<file path="config.mk">
export PLATFORM = sky130hd
export DESIGN_NAME = game_board_input
export DESIGN_NICKNAME = d
export VERILOG_FILES = /design/src/rtl/game_board_input.sv
export SDC_FILE = /design/constraint.sdc
export NUM_CORES = 1
export LEC_CHECK = 0
export ABC_CLOCK_PERIOD_IN_PS = 1900
export CAP_MARGIN = 20
export CORE_MARGIN = 4
export CORE_UTILIZATION = 48
export DETAILED_ROUTE_END_ITERATION = 7
export MAX_ROUTING_LAYER = met4
export PLACE_DENSITY_LB_ADDON = 0.1
export SYNTH_ARGS = -nofsm -noshare
export SYNTH_HDL_FRONTEND = slang
export SYNTH_SLANG_ARGS = --single-unit
</file>
<file path="constraint.sdc">
create_clock -name clk -period 1.9 [get_ports clk]
set_input_delay 0.38 -clock clk [delete_from_list [all_inputs] [get_ports clk]]
set_output_delay 0.38 -clock clk [all_outputs]
set_load 0.02 [all_outputs]
</file>
<file path="src/rtl/game_board_input.sv">
// Converts the pointer position, clicks and key strokes into sudoku cell
// selections and one-cycle board write commands for a centred N^2 x N^2 grid.
module game_board_input #(
  parameter int SCREEN_WIDTH  = 1024,
  parameter int SCREEN_HEIGHT = 768,
  parameter int CELL_PX       = 16
) (
  input  logic        clk,
  input  logic        rst,
  input  logic        is_game_on,
  input  logic [2:0]  board_size,
  input  logic [11:0] mouse_x,
  input  logic [11:0] mouse_y,
  input  logic        mouse_left,
  input  logic        key_valid,
  input  logic [4:0]  key_value,
  output logic        sel_valid,
  output logic [3:0]  sel_row,
  output logic [3:0]  sel_col,
  output logic        wr_en,
  output logic [3:0]  wr_row,
  output logic [3:0]  wr_col,
  output logic [4:0]  wr_value
);

  localparam int          SHIFT = $clog2(CELL_PX);
  localparam logic [15:0] SW    = 16'(SCREEN_WIDTH);
  localparam logic [15:0] SH    = 16'(SCREEN_HEIGHT);

  typedef enum logic [1:0] {
    IDLE     = 2'd0,
    SELECTED = 2'd1,
    WRITE    = 2'd2
  } state_t;

  state_t      state_q, state_d;
  logic [11:0] mx_q, mx_d, my_q, my_d;
  logic        left_q, left_d, left_prev_q, left_prev_d;
  logic        click_q, click_d, inside_q, inside_d;
  logic [3:0]  row_q, row_d, col_q, col_d;
  logic        pend_q, pend_d, pend_inside_q, pend_inside_d;
  logic [3:0]  pend_row_q, pend_row_d, pend_col_q, pend_col_d;
  logic [3:0]  sel_row_q, sel_row_d, sel_col_q, sel_col_d;
  logic [3:0]  wr_row_q, wr_row_d, wr_col_q, wr_col_d;
  logic [4:0]  wr_value_q, wr_value_d;

  logic [15:0] n_s, nn_s, span_s, x0_s, y0_s, mx_s, my_s, dx_s, dy_s;
  logic        inside_s, size_ok_s, enable_s, key_legal_s;

  assign n_s       = {13'd0, board_size};
  assign nn_s      = n_s * n_s;
  assign span_s    = nn_s << SHIFT;
  assign x0_s      = (SW - span_s) >> 1;
  assign y0_s      = (SH - span_s) >> 1;
  assign mx_s      = {4'd0, mx_q};
  assign my_s      = {4'd0, my_q};
  assign dx_s      = mx_s - x0_s;
  assign dy_s      = my_s - y0_s;
  assign inside_s  = (mx_s >= x0_s) && (mx_s < (x0_s + span_s)) &&
                     (my_s >= y0_s) && (my_s < (y0_s + span_s));
  assign size_ok_s = (board_size >= 3'd2) && (board_size <= 3'd4);
  assign enable_s  = is_game_on && size_ok_s;
  // Digit 0 clears a cell, so the legal range is 0..N*N inclusive.
  assign key_legal_s = key_valid && ({11'd0, key_value} <= nn_s);

  // Input sampling stage and the hit-test stage behind it.
  always_comb begin
    mx_d        = mouse_x;
    my_d        = mouse_y;
    left_d      = mouse_left;
    left_prev_d = left_q;
    click_d     = left_q && !left_prev_q;
    inside_d    = inside_s;
    row_d       = 4'(dy_s >> SHIFT);
    col_d       = 4'(dx_s >> SHIFT);
  end

  // Selection/write FSM next-state logic.
  always_comb begin
    state_d       = state_q;
    sel_row_d     = sel_row_q;
    sel_col_d     = sel_col_q;
    wr_row_d      = wr_row_q;
    wr_col_d      = wr_col_q;
    wr_value_d    = wr_value_q;
    pend_d        = pend_q;
    pend_inside_d = pend_inside_q;
    pend_row_d    = pend_row_q;
    pend_col_d    = pend_col_q;
    if (!enable_s) begin
      state_d = IDLE;
      pend_d  = 1'b0;
    end else begin
      case (state_q)
        IDLE: begin
          pend_d = 1'b0;
          if (click_q && inside_q) begin
            state_d   = SELECTED;
            sel_row_d = row_q;
            sel_col_d = col_q;
          end else begin
            state_d = IDLE;
          end
        end
        SELECTED: begin
          // A click queued during WRITE takes precedence; any key is dropped.
          if (pend_q) begin
            pend_d = 1'b0;
            if (pend_inside_q) begin
              sel_row_d = pend_row_q;
              sel_col_d = pend_col_q;
            end else begin
              state_d = IDLE;
            end
          end else if (click_q) begin
            if (inside_q) begin
              sel_row_d = row_q;
              sel_col_d = col_q;
            end else begin
              state_d = IDLE;
            end
          end else if (key_legal_s) begin
            state_d    = WRITE;
            wr_row_d   = sel_row_q;
            wr_col_d   = sel_col_q;
            wr_value_d = key_value;
          end else begin
            state_d = SELECTED;
          end
        end
        WRITE: begin
          state_d = SELECTED;
          if (click_q) begin
            pend_d        = 1'b1;
            pend_inside_d = inside_q;
            pend_row_d    = row_q;
            pend_col_d    = col_q;
          end else begin
            pend_d = pend_q;
          end
        end
        default: begin
          state_d = IDLE;
          pend_d  = 1'b0;
        end
      endcase
    end
  end

  // Input pipeline registers.
  always_ff @(posedge clk or negedge rst) begin
    if (!rst) begin
      mx_q        <= 12'd0;
      my_q        <= 12'd0;
      left_q      <= 1'b0;
      left_prev_q <= 1'b0;
      click_q     <= 1'b0;
      inside_q    <= 1'b0;
      row_q       <= 4'd0;
      col_q       <= 4'd0;
    end else begin
      mx_q        <= mx_d;
      my_q        <= my_d;
      left_q      <= left_d;
      left_prev_q <= left_prev_d;
      click_q     <= click_d;
      inside_q    <= inside_d;
      row_q       <= row_d;
      col_q       <= col_d;
    end
  end

  // FSM state, selection, pending click and write command registers.
  always_ff @(posedge clk or negedge rst) begin
    if (!rst) begin
      state_q       <= IDLE;
      sel_row_q     <= 4'd0;
      sel_col_q     <= 4'd0;
      wr_row_q      <= 4'd0;
      wr_col_q      <= 4'd0;
      wr_value_q    <= 5'd0;
      pend_q        <= 1'b0;
      pend_inside_q <= 1'b0;
      pend_row_q    <= 4'd0;
      pend_col_q    <= 4'd0;
    end else begin
      state_q       <= state_d;
      sel_row_q     <= sel_row_d;
      sel_col_q     <= sel_col_d;
      wr_row_q      <= wr_row_d;
      wr_col_q      <= wr_col_d;
      wr_value_q    <= wr_value_d;
      pend_q        <= pend_d;
      pend_inside_q <= pend_inside_d;
      pend_row_q    <= pend_row_d;
      pend_col_q    <= pend_col_d;
    end
  end

  assign sel_valid = (state_q != IDLE);
  assign sel_row   = sel_row_q;
  assign sel_col   = sel_col_q;
  assign wr_en     = (state_q == WRITE);
  assign wr_row    = wr_row_q;
  assign wr_col    = wr_col_q;
  assign wr_value  = wr_value_q;

endmodule

</file>
==> results.md <==
- Syn Std Cell Area: 0.00369 mm2
- CORE AREA: around 0.0074 mm2
- Top cells by count, synth: dfrtp_1, ha_1, mux2_2
- Top sig layer: met4
- Met3 wire length: 283 um
- Routed wl met2: 4050 um
- GRT Total Usage: roughly a fifth
- P_leak: roughly 2.5 nW
- Async SR Flop Fraction: 100%
- Power Dens Cells: 726 mW/mm2
- CP Max Fanout: 4
- M1 WL: 3520 um
- Proportion of layout cells with a drive suffix above 1: between 30 and 40%
- Initial antenna violation count: 0
- Crit share post-route: 146%
- Routability congestion estimate: approximately 0.87
- Status: finished, violations left
- Flops & latches, synth: slightly below 70
- Count of pins over their slew limit: 0
- Number of synthesized flops with an enable pin: 0
- Slew margin rel.: a little under three quarters
- CTS max path bufs: 2
- Final WS setup: -0.873 ns
- H-Tree Depth: 3
- Clock skew: roughly 0.0058 ns
- Wirelength per Cell: ~15 um
- PortBufs: 59
- ANT nets after route: 0
- Total die area: between 0.009 and 0.01 mm2
- Post-DP HPWL: ~5900 um
- Yosys top cell by area: dfrtp_1
- MaxCap Viol Count: 0
- Vias: ~2700
- DR DRC count: 0
- Synth top area share: 46.7%
- Detailed router's first-iteration violation count: between 70 and 80
- Time the worst path needs with I/O delays and setup: roughly 2.8 ns
- Arrival time of data at the critical path endpoint: 3.03 ns
- Post-Synthesis Cells: around 300
- Synth cell types: 54
- CP Capture Type: flop
- Failing checks: setup timing
- Clock Latency Late Sink: ~0.34 ns
- Critical Path Start Type: input pin
- Io pins: 60
- FMAX: 361 MHz
- # hold bufs at CTS: 0
- CTS tree: built
- Hold Fails Final Rpt: 0
- Sequential share of the synthesized area: roughly 47%
- Grt ovf: 0
- DP Cell Count: between 500 and 600
- R2r setup slk: -0.02 ns
- Fin cells: about 540
- Row count: 31
- Vias in the first global route: approximately 2800
- Syn Nets: about 370
- Die Width: 95.7 um
- Effective utilization at floorplan: approximately half
- Ant diodes: 0
- Global-route wire length before repair: between 10000 and 15000 um
- Drt total wl: approximately 8000 um
- Placement Setup Slack: -1.73 ns
- Count leader, synth: dfrtp_1
- Area growth, synth to finish: 44.3%
- Final Hold Slack: about 0.044 ns
- Worst Tran Pin Value: between 0.4 and 0.5 ns
- # setup viols final: 16
- YS warnings: 0
- Die Ht: 95.7 um
- Syn avg cell area: 12.4 um2
- Cells taking the most area after synthesis: dfrtp_1, ha_1, mux2_2
- Crit path kind: input pin to flop
- Top FF cell, synth: dfrtp_1
- TritonCTS buffer count: 9
- Design Power: 3.87 mW
- Pin count of the biggest net entering global routing: 70
- Worst hold path class: input pin to async pin
- TritonRoute pass-1 iters: 4
- Post-layout net count: ~500
- Fin util: 72.3%
- Vias/cell: 5.06
- WP data required: 2.16 ns
- Max IR drop VDD: 0.000421 V
- CTS root buf: clkbuf_8
- Worst-path clk slew: about 0.070 ns
- RSZ-0062 raised after global routing: yes
- TritonCTS Sinks: 69
==> cell type report <==
type	count	area [um2]
fillers	527	2040
multi-input cells	205	2020
flip-flops and latches	69	1730
repair buffers	127	1160
clock buffers	10	138
well taps	99	124
clock inverters	5	85.1
inverters	20	75.1
==> cell families after synthesis <==
family	after synthesis	synth area share, %
DFF	69	46.7
and+or+nand+nor	57	9.28
adders and majority gates	38	13.3
buffers and inverters	25	3.18
muxes	37	12.2
xor gates and xnor gates	17	4.54
AOI/OAI and AO/OA	56	10.8
==> worst max-delay path: stages <==
cell and delay (ns):
buf_8 0.10, and2_4 0.15, ha_4 0.30, xnor2_2 0.13
ha_1 0.26, a21o_1 0.18, a21oi_2 0.13, nor2_1 0.06
xor2_1 0.14, o21ai_1 0.10, ha_2 0.18, or3_1 0.38
a211oi_2 0.21, o2111ai_2 0.13, a211oi_2 0.17
==> layer usage <==
metal | GRT usage, % | vias up
met5 | - | -
met4 | 8.29 | 0
met3 | 3.75 | 14
met2 | 31.3 | 52
met1 | 23.2 | 1306
li1 | - | 1334
==> report_power, final <==
group / total (mW) / switching, mW / internal (mW)
clock: 1.33 / 0.555 / 0.772
combinational: 0.944 / 0.420 / 0.524
sequential: 1.60 / 0.0477 / 1.55
total: 3.87 / 1.02 / 2.84
==> cell usage in the layout (no fill, tap or decap), types with 9 or more instances in the layout <==
master           count
inv_1               16
buf_4               60
clkbuf_8            10
nand2_1              9
ha_1                29
mux2_2              25
o21ai_0              9
a21oi_1              9
clkdlybuf4s50_1     53
xnor2_1             11
dfrtp_1             69
nor2_1              15
mux2_4              12
==> path summary, 6_finish.rpt <==
check / startpoint / endpoint / depth (start not counted)
max reg2reg: mx_q[3] / inside_q / 8
max: board_size[0] / inside_q / 15
min in group clk: left_prev_d / left_prev_q / 0
min: rst / wr_col[0] / 2
max in group asynchronous: rst / mx_q[8] / 2
min reg2reg: left_prev_d / left_prev_q / 0
==> state kept, by name (all words and copies together) (netlist names) <==
register,flops
click_q,1
col_q,4
inside_q,1
left_prev_d,1
left_prev_q,1
mx_q,12
my_q,12
pend_col_q,4
pend_inside_q,1
pend_q,1
pend_row_q,4
row_q,4
sel_col,4
sel_row,4
state_q,2
wr_col,4
wr_row,4
wr_value,5
==> metrics by stage <==
| step | cell area [um2] | TNS [ns] |
|---|---|---|
| floorplan | 3830 | -8.98 |
| global placement | 4940 | -26.40 |
| detailed placement | 4940 | -27.32 |
| CTS | 5240 | -6.73 |
| global route | 5330 | -9.59 |
| finish | 5330 | -8.69 |
==> repair_timing <==
action                                  in CTS  in global routing
endpoints found under the setup margin      39                 19
pin swaps                                   17                  8
gates resized for setup                     27                 11
setup buffers                                5                  6
gates cloned                                 0                  1
No activity file was read; power rests on OpenSTA's default activity.
